### src/rtl/conv_loader_pkg.sv
// Shared types and helpers for the run-time conversion table loader.
//   state_t : loader FSM states (IDLE, LOAD, DONE)
//   depth() : number of table entries for a given address width
package conv_loader_pkg;

   typedef enum logic [1:0] {
      IDLE = 2'd0,
      LOAD = 2'd1,
      DONE = 2'd2
   } state_t;

   // Table depth for an address width of addr_w bits (2**addr_w).
   function automatic int unsigned depth(input int unsigned addr_w);
      return 32'(1) << addr_w;
   endfunction

endpackage : conv_loader_pkg

### src/rtl/synch_RAM_dp.sv
// Simple dual-port block RAM: one write port, one registered read-first read port.
// Ports:
//   clk      : clock, all logic on rising edge
//   reset_n  : synchronous active-low reset (read register only, array untouched)
//   wr_en    : write strobe
//   wr_addr  : write address
//   wr_data  : write data
//   rd_addr  : read address
//   rd_data  : registered read data, one cycle after rd_addr
module synch_RAM_dp
   import conv_loader_pkg::*;
#(
   parameter int unsigned DATA = 2,
   parameter int unsigned ADDR = 2
) (
   input  logic            clk,
   input  logic            reset_n,
   input  logic            wr_en,
   input  logic [ADDR-1:0] wr_addr,
   input  logic [DATA-1:0] wr_data,
   input  logic [ADDR-1:0] rd_addr,
   output logic [DATA-1:0] rd_data
);

   localparam int unsigned DEPTH = depth(ADDR);

   (* ram_style = "block" *) logic [DATA-1:0] r_mem [DEPTH];
   logic [DATA-1:0] r_rd_data;

   // Write port; contents are never cleared so a reload only overwrites.
   always_ff @(posedge clk) begin
      if (wr_en) begin
         r_mem[wr_addr] <= wr_data;
      end
   end

   // Read port; nonblocking update gives read-first on a same-address collision.
   always_ff @(posedge clk) begin
      if (!reset_n) begin
         r_rd_data <= '0;
      end else begin
         r_rd_data <= r_mem[rd_addr];
      end
   end

   assign rd_data = r_rd_data;

endmodule : synch_RAM_dp

### src/rtl/conv_table_loader.sv
// Run-time writer for a lookup table: streams words over valid/ready into
// consecutive RAM addresses from 0; consumers read through a registered port.
// Optional feature macro: CONV_LOADER_CHECKSUM_EN (adds XOR checksum output).
// Ports:
//   clk       : clock
//   reset_n   : synchronous active-low reset
//   start     : begin/restart a load at address 0
//   wr_valid  : wr_data valid
//   wr_data   : word to write
//   wr_ready  : word accepted this cycle when wr_valid
//   rd_addr   : read address
//   rd_data   : registered read data
//   busy      : load in progress
//   done      : table completely loaded
//   count     : words written in current or last load
//   checksum  : XOR of accepted words (CONV_LOADER_CHECKSUM_EN only)
module conv_table_loader
   import conv_loader_pkg::*;
#(
   parameter int unsigned DATA = 2,
   parameter int unsigned ADDR = 2
) (
   input  logic            clk,
   input  logic            reset_n,
   input  logic            start,
   input  logic            wr_valid,
   input  logic [DATA-1:0] wr_data,
   output logic            wr_ready,
   input  logic [ADDR-1:0] rd_addr,
   output logic [DATA-1:0] rd_data,
   output logic            busy,
   output logic            done,
`ifdef CONV_LOADER_CHECKSUM_EN
   output logic [DATA-1:0] checksum,
`endif
   output logic [ADDR:0]   count
);

   localparam int unsigned CW = ADDR + 1;
   localparam logic [CW-1:0] FULL = CW'(depth(ADDR));

   state_t          r_state;
   state_t          w_state_nxt;
   logic [CW-1:0]   r_count;
   logic [CW-1:0]   w_count_nxt;
   logic            w_wr_en;
   logic            r_wr_ready;
   logic            r_busy;
   logic            r_done;

   // State register and registered status decodes of the next state.
   always_ff @(posedge clk) begin
      if (!reset_n) begin
         r_state    <= IDLE;
         r_count    <= '0;
         r_wr_ready <= 1'b0;
         r_busy     <= 1'b0;
         r_done     <= 1'b0;
      end else begin
         r_state    <= w_state_nxt;
         r_count    <= w_count_nxt;
         r_wr_ready <= (w_state_nxt == LOAD);
         r_busy     <= (w_state_nxt == LOAD);
         r_done     <= (w_state_nxt == DONE);
      end
   end

   // Next-state, counter and write strobe; start outranks a same-cycle transfer.
   always_comb begin
      w_state_nxt = r_state;
      w_count_nxt = r_count;
      w_wr_en     = 1'b0;
      case (r_state)
         IDLE: begin
            if (start) begin
               w_state_nxt = LOAD;
               w_count_nxt = '0;
            end
         end
         LOAD: begin
            if (start) begin
               w_count_nxt = '0;
            end else if (wr_valid) begin
               w_wr_en     = 1'b1;
               w_count_nxt = r_count + CW'(1);
               if ((r_count + CW'(1)) == FULL) begin
                  w_state_nxt = DONE;
               end
            end
         end
         DONE: begin
            if (start) begin
               w_state_nxt = LOAD;
               w_count_nxt = '0;
            end
         end
         default: begin
            w_state_nxt = IDLE;
            w_count_nxt = '0;
         end
      endcase
   end

   // Table storage; write address is the low bits of the word counter.
   synch_RAM_dp #(
      .DATA (DATA),
      .ADDR (ADDR)
   ) u_ram (
      .clk     (clk),
      .reset_n (reset_n),
      .wr_en   (w_wr_en),
      .wr_addr (r_count[ADDR-1:0]),
      .wr_data (wr_data),
      .rd_addr (rd_addr),
      .rd_data (rd_data)
   );

`ifdef CONV_LOADER_CHECKSUM_EN
   logic [DATA-1:0] r_checksum;

   // XOR of every accepted word since the last start.
   always_ff @(posedge clk) begin
      if (!reset_n) begin
         r_checksum <= '0;
      end else if (start) begin
         r_checksum <= '0;
      end else if (w_wr_en) begin
         r_checksum <= r_checksum ^ wr_data;
      end
   end

   assign checksum = r_checksum;
`endif

   assign wr_ready = r_wr_ready;
   assign busy     = r_busy;
   assign done     = r_done;
   assign count    = r_count;

endmodule : conv_table_loader

### config.mk
export PLATFORM = sky130hd
export DESIGN_NAME = conv_table_loader
export DESIGN_NICKNAME = d
export VERILOG_FILES = /design/src/rtl/conv_loader_pkg.sv /design/src/rtl/synch_RAM_dp.sv /design/src/rtl/conv_table_loader.sv
export SDC_FILE = /design/constraint.sdc
export NUM_CORES = 1
export LEC_CHECK = 0
export CORE_ASPECT_RATIO = 1.2
export CORE_UTILIZATION = 47
export DETAILED_ROUTE_END_ITERATION = 12
export PLACE_DENSITY_LB_ADDON = 0.1
export SLEW_MARGIN = 15
export SYNTH_ARGS = -nofsm -noshare
export SYNTH_HDL_FRONTEND = slang
export SYNTH_SLANG_ARGS = --single-unit
export TNS_END_PERCENT = 20
### constraint.sdc
create_clock -name clk -period 1.3 [get_ports clk]
set_input_delay 0.195 -clock clk [delete_from_list [all_inputs] [get_ports clk]]
set_output_delay 0.195 -clock clk [all_outputs]
set_load 0.1 [all_outputs]
==> run metrics <==
status complete, no violations; Compound-Gate Fraction of Synth Area a little over 9%; Psw 266 uW; clk sinks 17; Die ar. about 1700 um2; CP Max Fanout 2; worst r2r src count[0]; DP Worst Slack -0.215 ns; routed vias/inst between 5 and 6; P_leak between 0.0004 and 0.0005 uW; Worst Max-Slew Pin Slew 0.236 ns; fin. max-slew vios 0; Tot Pwr approximately 1000 uW; Fin. Hold Viols 0; post-layout util 72.7%; vias between 400 and 500; count leader, synth dfxtp_1; Period minus WS final ~1.2 ns; Ys Warns 0; cell-internal power 758 uW; main combinational cell family by area after synthesis simple AND/OR/NAND/NOR gates; Port Buffer Count 15; Startpoint Class input pin; largest area contributor in the netlist edfxtp_1; sequential power share between 50% and 60%; iteration-0 DRC count of the detailed router 8; Max Freq around 830 MHz; CP delay by family, top multiplexers; worst skew pair latency between 0.2 and 0.3 ns; routed wire length per instance between 10 and 15 um; CTS buffer count 3; TritonRoute pass-1 iters 4; Hold Path End count[2]; # setup viols final 0; critical path's largest stage delay approximately 0.54 ns; mux cell area share after synthesis about 7.1%; footprint of the multi-input gates ~300 um2; number of global-route vias before repair roughly 470; hold_sp count[2]; Yosys reg bits 17; ys async rst share 0%; cell depth of the worst hold path 2; Net Count, Synth 68; Worst EP arrival 1.40 ns; CTS resizes 0; CP Class in2reg; Netlist cell types 20; worst reg2reg setup slack between 0.1 and 0.15 ns; Comb pwr share 16.9%; critical path cell sequence clkdlybuf4s50_1 > mux4_1 > and2_1; post-synth top area share ~32%; list of most frequent post-synthesis cells dfxtp_1, edfxtp_1, and2_1, ha_1, inv_1; CP Capture Type flip-flop; Clock Path Buffers 2; Buf/Inv on CP 1; WL final 1180 um; die height approximately 46 um; Core ar. 1460 um2; Design Area, Final ~1100 um2; Area after DPL 1040 um2; initial antenna violation count 0; Ant. Diodes 0; Register Area around 430 um2; share of cells above drive strength 1 a little under 30%; Reg-to-Reg End count[2]; register area share after synthesis between 50% and 60%; Mean Syn Cell Area approximately 14 um2; xor/xnor share of the synthesized area 0%; largest cells by area after synthesis edfxtp_1, dfxtp_1, ha_1; antenna viol nets, final 0; CP max-delay cell mux4_1; RSZ-0062 raised after global routing no; largest net degree at the start of global routing 11; Clock Power Share approximately a quarter; # rows 15; Primary FF master, synth dfxtp_1; Post-CTS Setup Inserts 0; initial core utilization between 50% and 60%; Hold Crit Class reg2reg; first-pass GRT wire length about 1900 um; I/O pins 16; Slew HR 84.1%; Final period util 93.0%; Filler cells just over 100; number of synthesized flops with an enable pin 8; clock root cell clkbuf_4; cell depth of the worst flop-to-flop path 3; CTS tree yes; GRT Total Usage between 15 and 20%; Die Wd ~38 um; H-Tree Depth 1; peak supply drop between 0.7 and 0.8 mV; adder-cell area share of the yosys netlist 8.42%; routability congestion estimate roughly 0.74; post-DP HPWL 944 um; Power Density roughly 960 nW/um2; Area growth syn-to-layout 43.3%; Sw Share between 20% and 30%; WP data required approximately 1.5 ns; Netlist Area Pre-Place 743 um2; TNS Setup 0 ns; # Max-Cap Violations 0; nets@finish 90; DRC Markers 0; simple-gate share of the synthesized area between 10% and 20%; Fin Clk Skew roughly 0.0053 ns; Final WS setup between 0.09 and 0.1 ns; grt total ovfl 0; clock slew at reported path FFs approximately 0.10 ns; Mapped Cells 55; cts-stage hold buffer count 0
## through the flow
step	std cells	hold WS [ns]
final	93	0.549
after floorplan	55	0.294
after global routing	93	0.560
after detailed placement	89	0.540
after CTS	93	0.549
after global placement	89	0.534
## per-layer routing
layer  vias up  GRT usage (%)  part of all wire, %  wire length, um
met5         -              0                    0                0
met4         0           12.9                  1.9               22
met2        12           27.1                   52              615
met1       227           18.8                   42              489
li1        245              -                    -                -
met3         2           3.43                  4.2               50
## tightest hold or removal path: stages, from the launching register on
cell and delay [ns]:
dfxtp_4 0.37, nand3b_1 0.08, o32ai_1 0.06
## final cells by class
| cell class | count | area share [%] |
|---|---|---|
| inverter | 4 | 1.41 |
| multi-input combinational | 32 | 28.9 |
| timing repair buffer | 19 | 24.4 |
| clock inverter | 1 | 0.470 |
| tap | 17 | 2.00 |
| sequential | 17 | 40.7 |
| clock buffer | 3 | 2.12 |
## logic make-up after synthesis
group / count (synthesis)
mux: 2
compound gates: 9
simple gates: 16
flops: 17
buf+inv: 6
fa+ha+maj: 5
## power groups by stage
stage	Clock (uW)	Combinational, uW	Sequential [uW]
floorplan	0	50.4	633
global placement	0	172	590
global route	307	181	580
detailed placement	0	173	590
CTS	286	174	578
finish	273	173	577
## cells in the final DEF, fill, tap and decap left out
cell	count
nand2_1	2
clkdlybuf4s50_1	7
ha_1	4
nand2b_1	3
nand4b_1	1
o22ai_1	1
dfxtp_2	1
mux4_1	2
a21boi_0	1
dfxtp_4	3
dfxtp_1	5
o211a_1	2
o21a_1	1
and2_1	6
buf_4	4
o32ai_1	2
nand4bb_1	1
inv_1	4
ha_4	1
edfxtp_1	8
clkbuf_4	3
clkinv_2	1
buf_12	8
a21oi_1	2
and4bb_2	1
nand3b_1	2
## worst max-delay path by stage
stage | start | to | slack, ns | cells past startpoint
after floorplan | count[0] | busy | 0.03 | 4
after global placement | rd_addr[0] | u_ram.rd_data[0] | -0.21 | 3
after detailed placement | rd_addr[0] | u_ram.rd_data[0] | -0.22 | 3
after CTS | rd_addr[0] | u_ram.rd_data[0] | 0.09 | 3
after global routing | r_state[0] | u_ram.r_mem[0][0] | 0.04 | 2
final | rd_addr[0] | u_ram.rd_data[0] | 0.09 | 3
## registers in the layout, summed over array words and instances (netlist names)
signal	cells
done	1
busy	1
count	3
u_ram.rd_data	2
u_ram.r_mem	8
r_state	2
Power figures use the tool's default switching activity.
